--- config.mk ---
export PLATFORM = sky130hd
export DESIGN_NAME = tick_divider_bank_flat
export DESIGN_NICKNAME = d
export VERILOG_FILES = /design/src/rtl/tick_div_pkg.sv /design/src/rtl/tick_divider_bank_if.sv /design/src/rtl/tick_div_chan.sv /design/src/rtl/tick_divider_bank.sv /design/src/flat_wrapper.sv
export SDC_FILE = /design/constraint.sdc
export NUM_CORES = 1
export LEC_CHECK = 0
export CAP_MARGIN = 20
export CORE_ASPECT_RATIO = 0.5
export CORE_MARGIN = 2
export CORE_UTILIZATION = 63
export DETAILED_ROUTE_END_ITERATION = 8
export PLACE_DENSITY = 0.81
export RECOVER_POWER = 50
export REMOVE_ABC_BUFFERS = 1
export SYNTH_ARGS = -nofsm -noshare
export SYNTH_HDL_FRONTEND = slang
export SYNTH_SLANG_ARGS = --single-unit
--- constraint.sdc ---
create_clock -name clk -period 18.2 [get_ports clk]
set_input_delay 5.46 -clock clk [delete_from_list [all_inputs] [get_ports clk]]
set_output_delay 5.46 -clock clk [all_outputs]
set_load 0.1 [all_outputs]
--- src/rtl/tick_div_pkg.sv ---
// Shared constants and helpers for the tick divider bank.
// Divisors are expressed as a period in system clock cycles.
package tick_div_pkg;

  localparam int unsigned CLK_FREQ_DEFAULT = 20_000_000;
  localparam int CW_DEFAULT = 32;
  localparam int NCH_DEFAULT = 4;
  localparam int CHW_DEFAULT = $clog2(NCH_DEFAULT) + 1;

  function automatic int unsigned hz_to_div(
    input int unsigned clk_hz,
    input int unsigned f_hz
  );
    return clk_hz / f_hz;
  endfunction

  // One extra bit so out-of-range channels can be addressed.
  function automatic int ch_w(input int nch);
    return $clog2(nch) + 1;
  endfunction

endpackage

--- src/rtl/tick_divider_bank_if.sv ---
// Divisor configuration port with valid/ready handshake
// and an error pulse for writes to nonexistent channels.
interface tick_divider_bank_if
  import tick_div_pkg::*;
#(
  parameter int CHW = CHW_DEFAULT,
  parameter int CW  = CW_DEFAULT
);

  logic           cfg_valid;
  logic           cfg_ready;
  logic [CHW-1:0] cfg_ch;
  logic [CW-1:0]  cfg_div;
  logic           cfg_err;

  modport master (
    output cfg_valid, cfg_ch, cfg_div,
    input  cfg_ready, cfg_err
  );

  modport slave (
    input  cfg_valid, cfg_ch, cfg_div,
    output cfg_ready, cfg_err
  );

endinterface

--- src/rtl/tick_div_chan.sv ---
// One clock-enable channel: period counter, tick/square outputs
// and a pending divisor that applies only at a period boundary.
module tick_div_chan
  import tick_div_pkg::*;
#(
  parameter int          CW          = CW_DEFAULT,
  parameter int unsigned DEFAULT_DIV = 20_000
) (
  input  logic          clk,
  input  logic          rst,
  input  logic          en,
  input  logic          sync_clr,
  input  logic          wr,
  input  logic [CW-1:0] wr_div,
  output logic          pend_vld,
  output logic          tick,
  output logic          sq
);

  logic [CW-1:0] count;
  logic [CW-1:0] div;
  logic [CW-1:0] pend_div;
  logic          running;
  logic          term;
  logic          apply;

  assign running = en && (div != '0);
  assign term    = running && (count == div - CW'(1));
  assign apply   = pend_vld && (term || !running || sync_clr);

  always_ff @(posedge clk or posedge rst) begin
    if (rst) begin
      count    <= '0;
      div      <= CW'(DEFAULT_DIV);
      pend_div <= '0;
      pend_vld <= 1'b0;
      tick     <= 1'b0;
      sq       <= 1'b0;
    end else begin
      tick <= term && !sync_clr;
      sq   <= running && (count >= (div >> 1));
      // wr is only issued while nothing is pending, so it never races apply.
      if (apply) begin
        div      <= pend_div;
        pend_vld <= 1'b0;
      end else if (wr) begin
        pend_div <= wr_div;
        pend_vld <= 1'b1;
      end
      if (sync_clr || apply || !running || term)
        count <= '0;
      else
        count <= count + CW'(1);
    end
  end

endmodule

--- src/rtl/tick_divider_bank.sv ---
// Bank of programmable clock-enable generators sharing one
// config port; channel decode, ready mux and error flag live here.
module tick_divider_bank
  import tick_div_pkg::*;
#(
  parameter int unsigned CLK_FREQ    = CLK_FREQ_DEFAULT,
  parameter int          NCH         = NCH_DEFAULT,
  parameter int          CW          = CW_DEFAULT,
  parameter int unsigned DEFAULT_DIV = hz_to_div(CLK_FREQ, 1000)
) (
  input  logic                clk,
  input  logic                rst,
  input  logic [NCH-1:0]      en,
  input  logic                sync_clr,
  tick_divider_bank_if.slave  cfg,
  output logic [NCH-1:0]      tick,
  output logic [NCH-1:0]      sq
);

  localparam int CHW = ch_w(NCH);

  logic [NCH-1:0] pend_vld;
  logic [NCH-1:0] wr;
  logic           ready;
  logic           oor;
  logic           err;

  assign oor = cfg.cfg_ch >= CHW'(NCH);

  always_comb begin
    ready = 1'b1;
    wr    = '0;
    for (int i = 0; i < NCH; i++) begin
      if (cfg.cfg_ch == CHW'(i)) begin
        ready = !pend_vld[i];
        wr[i] = cfg.cfg_valid && !pend_vld[i];
      end
    end
  end

  assign cfg.cfg_ready = ready;
  assign cfg.cfg_err   = err;

  always_ff @(posedge clk or posedge rst) begin
    if (rst)
      err <= 1'b0;
    else
      err <= cfg.cfg_valid && oor;
  end

  for (genvar g = 0; g < NCH; g++) begin : g_ch
    tick_div_chan #(
      .CW          (CW),
      .DEFAULT_DIV (DEFAULT_DIV)
    ) u_chan (
      .clk      (clk),
      .rst      (rst),
      .en       (en[g]),
      .sync_clr (sync_clr),
      .wr       (wr[g]),
      .wr_div   (cfg.cfg_div),
      .pend_vld (pend_vld[g]),
      .tick     (tick[g]),
      .sq       (sq[g])
    );
  end

endmodule

--- src/flat_wrapper.sv ---
// flat-port wrapper written by rule: the top's interface ports become plain ports
module tick_divider_bank_flat import tick_div_pkg::*;
#(
  parameter int unsigned CLK_FREQ    = CLK_FREQ_DEFAULT,
  parameter int          NCH         = NCH_DEFAULT,
  parameter int          CW          = CW_DEFAULT,
  parameter int unsigned DEFAULT_DIV = hz_to_div(CLK_FREQ, 1000)
)
  (clk, rst, en, sync_clr, tick, sq, cfg_cfg_valid, cfg_cfg_ch, cfg_cfg_div, cfg_cfg_ready, cfg_cfg_err);
  tick_divider_bank_if #(.CHW(3), .CW(CW)) cfg_i ();
  input  logic clk;
  input  logic rst;
  input  logic [NCH-1:0] en;
  input  logic sync_clr;
  output logic [NCH-1:0] tick;
  output logic [NCH-1:0] sq;
  input wire logic [$bits(cfg_i.cfg_valid)-1:0] cfg_cfg_valid;
  input wire logic [$bits(cfg_i.cfg_ch)-1:0] cfg_cfg_ch;
  input wire logic [$bits(cfg_i.cfg_div)-1:0] cfg_cfg_div;
  output wire logic [$bits(cfg_i.cfg_ready)-1:0] cfg_cfg_ready;
  output wire logic [$bits(cfg_i.cfg_err)-1:0] cfg_cfg_err;
  assign cfg_i.cfg_valid = cfg_cfg_valid;
  assign cfg_i.cfg_ch = cfg_cfg_ch;
  assign cfg_i.cfg_div = cfg_cfg_div;
  assign cfg_cfg_ready = cfg_i.cfg_ready;
  assign cfg_cfg_err = cfg_i.cfg_err;
  tick_divider_bank #(.CLK_FREQ(CLK_FREQ), .NCH(NCH), .CW(CW), .DEFAULT_DIV(DEFAULT_DIV)) u_core (.clk(clk), .rst(rst), .en(en), .sync_clr(sync_clr), .cfg(cfg_i), .tick(tick), .sq(sq));
endmodule
==> results.json <==
{
  "outcome": "finished, violations left",
  "violations": "capacitance limit, slew limit",
  "crit_family": "buffers and inverters",
  "die_area_mm2": 0.04032,
  "use_met3_pct": 6.021,
  "grt_max_degree": 176,
  "synth_area_leader_cell": "dfrtp_1",
  "yosys-top-cells-area": "dfrtp_1 39%, ha_1 7.0%, mux2_2 6.1%",
  "htree_levels": 2,
  "path_class": "in -> out",
  "slew_violations": 373,
  "num_vias": 18480,
  "use_met2_pct": 47.54,
  "ios": 53,
  "cts.repair.resized": 0,
  "syn-mean-instance-area_um2": 10.04,
  "clk_path_buf_depth": 3,
  "synth_ff_type": "dfrtp_1",
  "crit_slowest_cell": "clkdlybuf4s50_1",
  "synth_async_sr_flop_share_pct": 100.0,
  "max-vdd-ir-drop_uv": 61.11,
  "final.min_clock_period_ps": 13370,
  "gp_congestion": 0.9574,
  "min_period_over_period_pct": 73.47,
  "power_mw": 3.243,
  "wl_mm": 62.87,
  "stdcell_count": 2982,
  "cpPeakStageDelay_ps": 1180,
  "worstPathCellList": "clkdlybuf4s50_1, mux4_2, nand2b_1, clkdlybuf4s50_1",
  "synth_warnings": 0,
  "worstMarginPinSlew_ps": 4650,
  "maxSlewHeadroom_pct": -211.7,
  "crit_buf_inv": 2,
  "coreArea_mm2": 0.03772,
  "drtPass1Iterations": 6,
  "via_per_inst": 6.197,
  "fmax_mhz": 74.78,
  "crit_cells": 4,
  "finalHoldViolations": 0,
  "clkSinkCount": 397,
  "cp.arrival_ps": 7910,
  "portBuffers": 52,
  "cts_buffers": 37,
  "wl_per_cell_um": 21.08,
  "rsz0062_at_grt": "no",
  "power_density_mw_per_mm2": 122.2,
  "hold_buffers": 0,
  "skew_ps": 15.46,
  "hold_depth": 1,
  "yosysSeqAreaShare_pct": 40.92,
  "dp.cells": 2913,
  "netlist.area_leader.share_pct": 38.76,
  "grt_usage_pct": 31.77,
  "gr-usage-met1_pct": 46.58,
  "detail_route.iter0.violations": 1840,
  "start_util_pct": 64.52,
  "yosys-top-cells-count": "377 x dfrtp_1, 237 x nor2_1, 165 x xnor2_1, 153 x inv_1, 136 x ha_1",
  "synth.most_common_cell": "dfrtp_1",
  "drive_above_1_share_pct": 12.96,
  "timing.hold.ws_ps": 481.7,
  "postRouteAntennaNets": 0,
  "hold_path_class": "reg -> reg",
  "synth_cell_types": 83,
  "cts_root_buf": "clkbuf_16",
  "overflow": 0,
  "num_rows": 50,
  "syn_area_mm2": 0.02434,
  "post-route-drc-count": 0,
  "path_max_fanout": 5,
  "final_util_pct": 70.35,
  "busiest_layer": "met2",
  "critPathLaunchType": "primary input",
  "max-cap-violations": 8,
  "setup_viol": 0,
  "worstRegToRegCells": 12,
  "postSynthCellCount": 2424,
  "p_leak_nw": 11.60,
  "cpMostUsedCell": "clkdlybuf4s50_1",
  "antenna_found_initial": 5,
  "grt_pass1_wl_mm": 99.54,
  "tns_ps": 0,
  "post_cts_buffers": 0,
  "area_delta_synth_final_pct": 9.038,
  "clock_latency_ps": 560,
  "path_clk_slew_ps": 60,
  "cts_tree": "done",
  "die_h_um": 143.0,
  "grt_pass1_vias": 17760,
  "ys_seq_elements": 397,
  "fin_nets": 2612,
  "die_w_um": 282.0,
  "end_kind": "output pin",
  "place_hpwl_mm": 44.71,
  "synth-edff-count": 0,
  "cp.required_ps": 12740
}
==> logic make-up (layout without fill, tap and decap cells) <==
logic type | Yosys count | in the layout | share of synthesized area, %
buffers and inverters | 252 | 289 | 4.323
other | 0 | 1 | 0
xor gates and xnor gates | 290 | 290 | 10.44
and+or+nand+nor | 833 | 833 | 18.00
AOI/OAI and AO/OA | 281 | 281 | 7.532
DFF | 397 | 397 | 40.92
adders and majority gates | 136 | 136 | 6.992
muxes | 235 | 235 | 11.80
==> worst paths after layout <==
kind	startpoint	end	slack, ps
hold / removal	u_core.g_ch[1].u_chan.pend_div[3]	u_core.g_ch[1].u_chan.div[3]	480
max in group asynchronous	rst	u_core.g_ch[3].u_chan.count[21]	8570
min in group asynchronous	rst	u_core.g_ch[2].u_chan.pend_div[14]	6790
setup / recovery	cfg_cfg_ch[0]	cfg_cfg_ready	4830
setup reg to reg	u_core.g_ch[0].u_chan.div[1]	u_core.g_ch[0].u_chan.div[11]	12030
hold reg to reg	u_core.g_ch[1].u_chan.pend_div[3]	u_core.g_ch[1].u_chan.div[3]	480
==> cells in the final DEF (no fill, tap or decap), types with 9 or more instances in the layout <==
| cell type | Yosys | final |
|---|---|---|
| nand4_1 | 64 | 64 |
| and4_1 | 16 | 16 |
| clkbuf_1 | 59 | 16 |
| mux2_4 | 60 | 60 |
| xor2_1 | 125 | 125 |
| mux2_2 | 131 | 129 |
| a21o_1 | 29 | 29 |
| o21ai_0 | 74 | 74 |
| o31ai_1 | 13 | 13 |
| xnor2_1 | 165 | 165 |
| or4_1 | 13 | 13 |
| mux2i_1 | 9 | 9 |
| inv_1 | 153 | 152 |
| nand2b_1 | 24 | 24 |
| nor3_1 | 60 | 60 |
| nand3_1 | 129 | 129 |
| a21oi_1 | 56 | 56 |
| clkbuf_16 | 0 | 39 |
| and3_1 | 40 | 40 |
| a31oi_1 | 11 | 11 |
| nor2_1 | 237 | 237 |
| nor2b_1 | 19 | 19 |
| or2_2 | 10 | 9 |
| o22ai_1 | 10 | 10 |
| nand2_1 | 94 | 94 |
| and2_1 | 11 | 11 |
| nor4_1 | 39 | 39 |
| nor4_2 | 9 | 9 |
| dfstp_2 | 20 | 20 |
| nand3b_1 | 10 | 10 |
| or3_1 | 20 | 20 |
| clkdlybuf4s50_1 | 0 | 45 |
| nand4b_1 | 10 | 10 |
| mux2_1 | 34 | 36 |
| a2111oi_0 | 10 | 10 |
| ha_1 | 136 | 136 |
| dfrtp_1 | 377 | 377 |
==> sequential cells by signal, indices dropped and copies added (netlist names) <==
register / cells
u_core.g_ch.u_chan.count: 128
u_core.g_ch.u_chan.div: 128
u_core.g_ch.u_chan.pend_div: 128
u_core.g_ch.u_chan.pend_vld: 4
u_core.g_ch.u_chan.sq: 4
u_core.g_ch.u_chan.tick: 4
u_core.cfg.cfg_err: 1
==> layer usage <==
layer | up-vias | wire, um
met5 | - | 27
met4 | 4 | 2074
met3 | 138 | 4922
met2 | 654 | 27160
met1 | 9115 | 28690
li1 | 8568 | -
==> where the power goes <==
part           switching [mW]  total (mW)  internal, mW  leakage (nW)
combinational           0.541        1.01         0.473          5.91
clock                   0.356       0.872         0.516         0.643
sequential              0.282        1.36          1.07          5.04
total                    1.18        3.24          2.06          11.6
==> area by class of cell <==
cell class	instances	area, um2
Sequential cell	397	9960
Tap cell	520	650.6
Fill cell	2728	11190
Clock inverter	17	296.5
Multi-Input combinational cell	1775	13350
Antenna cell	1	2.502
Timing Repair Buffer	69	666.9
Clock buffer	50	1037
Inverter	153	575.6
==> through the flow <==
step	area [um2]	setup slack [ps]
2_1_floorplan	23860	1734
3_3_place_gp	25190	4804
3_5_place_dp	25220	4798
4_1_cts	26550	4812
5_1_grt	26540	4790
6_report	26540	4828
Note: power is estimated with default switching activity, not from simulation.
==> variant 1, RTL diff (same flow settings) <==
Change the parameter `CHW` from 3 to 5.
--- a/src/flat_wrapper.sv
+++ b/src/flat_wrapper.sv
@@ -7,7 +7,7 @@
   parameter int unsigned DEFAULT_DIV = hz_to_div(CLK_FREQ, 1000)
 )
   (clk, rst, en, sync_clr, tick, sq, cfg_cfg_valid, cfg_cfg_ch, cfg_cfg_div, cfg_cfg_ready, cfg_cfg_err);
-  tick_divider_bank_if #(.CHW(3), .CW(CW)) cfg_i ();
+  tick_divider_bank_if #(.CHW(5), .CW(CW)) cfg_i ();
   input  logic clk;
   input  logic rst;
   input  logic [NCH-1:0] en;
Ports: changed (resized cfg_cfg_ch); port bits go from 53 to 55. No check against the original RTL was run, so the function may have changed too.
==> variant 1 against the unedited design <==
- area after synthesis grew 5.7%
- total power shrank 22%
- combinational power shrank 38%
- setup slack lost 0.28 ns
- sequential power shrank 21%
- register-to-register slack gained 1.1 ns
- wire length grew 5.5%
- sequential cell count is the same
- the flow still finishes with violations (max-capacitance violations, max-slew violations)
- critical path depth shrank 1
- global-route usage shrank 0.68 points
- final area grew 4.2%
==> variant 1: results <==
group,metric,value,unit
status,status,"finished, violations left",
status,violations,"max-capacitance violations, max-slew violations",
drt,wl_met2,29.5,mm
job,cap_violations,11,
synthesis,synth_fa_ha_area_frac,0.0661,
drt,drt_iter0_markers,2085,
grt,grt_max_degree,190,
timing,skew,0.0267,ns
synthesis,synth_xor_area_frac,0.0939,
pwr,p_leak,0.0121,uW
grt,grtUsageMet2,0.484,
drt,routed.top_layer,"met4",
setup_path,r2r-start,"u_core.g_ch[1].u_chan.div[0]$_DFFE_PP0P_",
synthesis,avgSynthCellArea,9.57,um^2
setup_path,reg2reg_depth,11,
grt,grt_pass1_wl,107,mm
setup_path,reg2reg_setup_slack,13.11,ns
setup_path,worstSetupStartpoint,"rst",
synthesis,synth_area_leaders,"dfrtp_1 (37%), ha_1 (6.6%), mux2_2 (6.2%)",
setup_path,arrival,12.87,ns
synthesis,ys_seq_area_frac,0.387,
synthesis,ys_types,87,
pwr,ir_drop,0.0615,mV
timing,tightestPinTransition,5.79,ns
timing,slew_violations,649,
synthesis,synth_mux_area_frac,0.0898,
drt,routed-wl-met3,5.31,mm
pwr,netSwitchingFraction,0.329,
placed_design,dpl_cell_area,26400,um^2
finish,num-fill-cells,3148,
min_path,min_from,"u_core.g_ch[1].u_chan.pend_div[26]$_DFFE_PP0P_",
drt,wl_met1,30.5,mm
finish,multi_input_comb_area,14500,um^2
finish,nets,2821,
synthesis,synth_common_cells,"dfrtp_1 (377), nand2_1 (189), nor2_1 (168)",
## variant 1: cell count changes after synthesis, sizes merged, moves of 35 or more
cell / before / now
a31oi: 11 / 46
clkbuf: 59 / 112
nand2: 96 / 189
nand3: 130 / 82
nand4: 65 / 119
nor2: 238 / 168
nor3: 61 / 136
o211ai: 8 / 75
o21ai: 86 / 38
## variant 1: cell type report
type                            instances  area share
Antenna cell                            4    0.000362
Clock buffer                           53      0.0394
Clock inverter                         15     0.00615
Inverter                              152      0.0207
Multi-Input combinational cell       1972       0.523
Sequential cell                       397       0.360
Tap cell                              540      0.0244
Timing Repair Buffer                   80      0.0259
## variant 1: critical path, stage by stage
cell and delay, ns:
dlygate4sd3_1 0.54, clkinvlp_2 3.19, clkbuf_2 3.52
## variant 1: power by group through the flow
stage          Sequential, uW  Clock (uW)  Combinational [uW]
4_1_cts                  1070         840                 613
3_3_place_gp             1080           0                 591
3_5_place_dp             1090           0                 606
2_1_floorplan            1060           0                 449
6_report                 1080         826                 625
5_1_grt                  1090         873                 684
==> variant 2, RTL diff (same settings) <==
Made on the original files. Reset style: synchronous (`rst`), changed in 2 clocked blocks.
--- a/src/rtl/tick_div_chan.sv
+++ b/src/rtl/tick_div_chan.sv
@@ -28,7 +28,7 @@
   assign term    = running && (count == div - CW'(1));
   assign apply   = pend_vld && (term || !running || sync_clr);
 
-  always_ff @(posedge clk or posedge rst) begin
+  always_ff @(posedge clk) begin
     if (rst) begin
       count    <= '0;
       div      <= CW'(DEFAULT_DIV);
--- a/src/rtl/tick_divider_bank.sv
+++ b/src/rtl/tick_divider_bank.sv
@@ -41,7 +41,7 @@
   assign cfg.cfg_ready = ready;
   assign cfg.cfg_err   = err;
 
-  always_ff @(posedge clk or posedge rst) begin
+  always_ff @(posedge clk) begin
     if (rst)
       err <= 1'b0;
     else
Check against the original RTL: differs if rst is asserted again (counterexample within 4 cycles, from zero or initial values and one cycle with rst high); with rst held inactive, the same outputs for 4 cycles.
==> variant 2 against the unedited design <==
- the flow still finishes with violations (max-capacitance violations, max-slew violations)
- final area decreased by 5.0%
- core utilization shrank 0.64 points
- area after synthesis decreased by 4.3%
- global-route usage barely moved
- wire length fell by 0.75%
- final cell count is 13% higher
- sequential cell count unchanged
- sequential share of layout area down 6.0 points
- die area is 4.2% lower
- count of clock-buffer cells in the layout is 2 higher
- setup slack better by 0.085 ns
Power is not compared: it rests on default switching activity, and its combinational part moved more than twofold at a synthesized area within 25%.
==> variant 2: results <==
group,metric,value,unit
status,status,"finished, violations left",
status,violations,"max-capacitance violations, max-slew violations",
timing,worst_hold_slack,0.451,ns
setup_path,path_max_fanout,7,
synthesis,avgSynthCellArea,7.98,um^2
job,cap_violations,4,
finish,num_antenna_cells,0,
timing,relSlewSlack,-1.93,
grt,grt_util_all_layers,0.318,
timing,skew,0.0197,ns
placed_design,gp_congestion,1.01,
grt,antenna_found_initial,0,
drt,wirelength,62.4,mm
drt,routed.top_layer,"met4",
synthesis,synth_common_cells,"dfxtp_1 (397), nand2_1 (391), nor2_1 (270)",
synthesis,synth_area_leaders,"dfxtp_1 (34%), ha_1 (7.1%), nand2_1 (6.3%)",
placed_design,place.port_buffers,52,
finish,reg_top3,"u_core.g_ch.u_chan.count: 128 flops, u_core.g_ch.u_chan.div: 128 flops, u_core.g_ch.u_chan.pend_div: 128 flops",
grt,grt_max_degree,102,
setup_path,max_stage_delay,1.12,ns
setup_path,arrival,7.83,ns
drt,wl_met1,28.8,mm
finish,drive_above_1_share,0.0388,
drt,routed-wl-met3,5.73,mm
drt,viasPerCell,6.18,
synthesis,ys_types,79,
timing,slew_violations,328,
drt,avgRoutedWirePerCell,18.5,um
drt,drt_iter0_markers,2060,
grt,first_global_vias,18925,
setup_path,r2r-start,"u_core.g_ch[0].u_chan.div[0]$_SDFFE_PP0P_",
synthesis,async_flop_share,0,
synthesis,ys_seq_area_frac,0.341,
placed_design,dp_slack,4.90,ns
grt,grt_pass1_wl,99.3,mm
==> variant 2: area by class of cell <==
class | instances | share of cell area
sequential | 397 | 0.315
clock buffer | 52 | 0.0438
inverter | 148 | 0.0220
clock inverter | 15 | 0.00586
multi-input combinational | 2200 | 0.560
timing repair buffer | 77 | 0.0288
tap | 484 | 0.0240
==> variant 2: worst max-delay path: cells and delay by family <==
family,cells,cell delay [ns]
multiplexers,1,0.53
AND/OR/NAND/NOR,1,0.08
buffers and inverters,2,1.74
==> variant 2: cell families after synthesis <==
logic type / after synthesis / share of synthesized area
buf+inv: 321 / 0.0550
flops: 397 / 0.341
mux: 97 / 0.0426
xor+xnor: 285 / 0.107
compound gates: 487 / 0.132
fa+ha+maj: 132 / 0.0709
simple gates: 1199 / 0.251
==> variant 2: metrics by stage <==
step	instance area, um^2	util
3_3_place_gp	23900	0.661
5_1_grt	25200	0.697
2_1_floorplan	22600	-
3_5_place_dp	23900	0.661
6_report	25200	0.697
4_1_cts	25200	0.696
==> variant 2: final timing paths <==
path / endpoint / slack (ns) / depth (start not counted)
setup / recovery: cfg_cfg_ready / 4.91 / 4
setup reg to reg: u_core.g_ch[0].u_chan.div[3]$_SDFFE_PP0P_ / 13.19 / 11
hold reg to reg: u_core.g_ch[0].u_chan.pend_div[7]$_SDFFE_PP0P_ / 0.45 / 2
hold / removal: u_core.g_ch[0].u_chan.pend_div[7]$_SDFFE_PP0P_ / 0.45 / 2
==> variant 2: metal layers <==
layer	global-route usage	up-vias
met5	0	-
met2	0.464	810
met3	0.0634	129
met1	0.470	9813
met4	0.0954	0
li1	-	10092
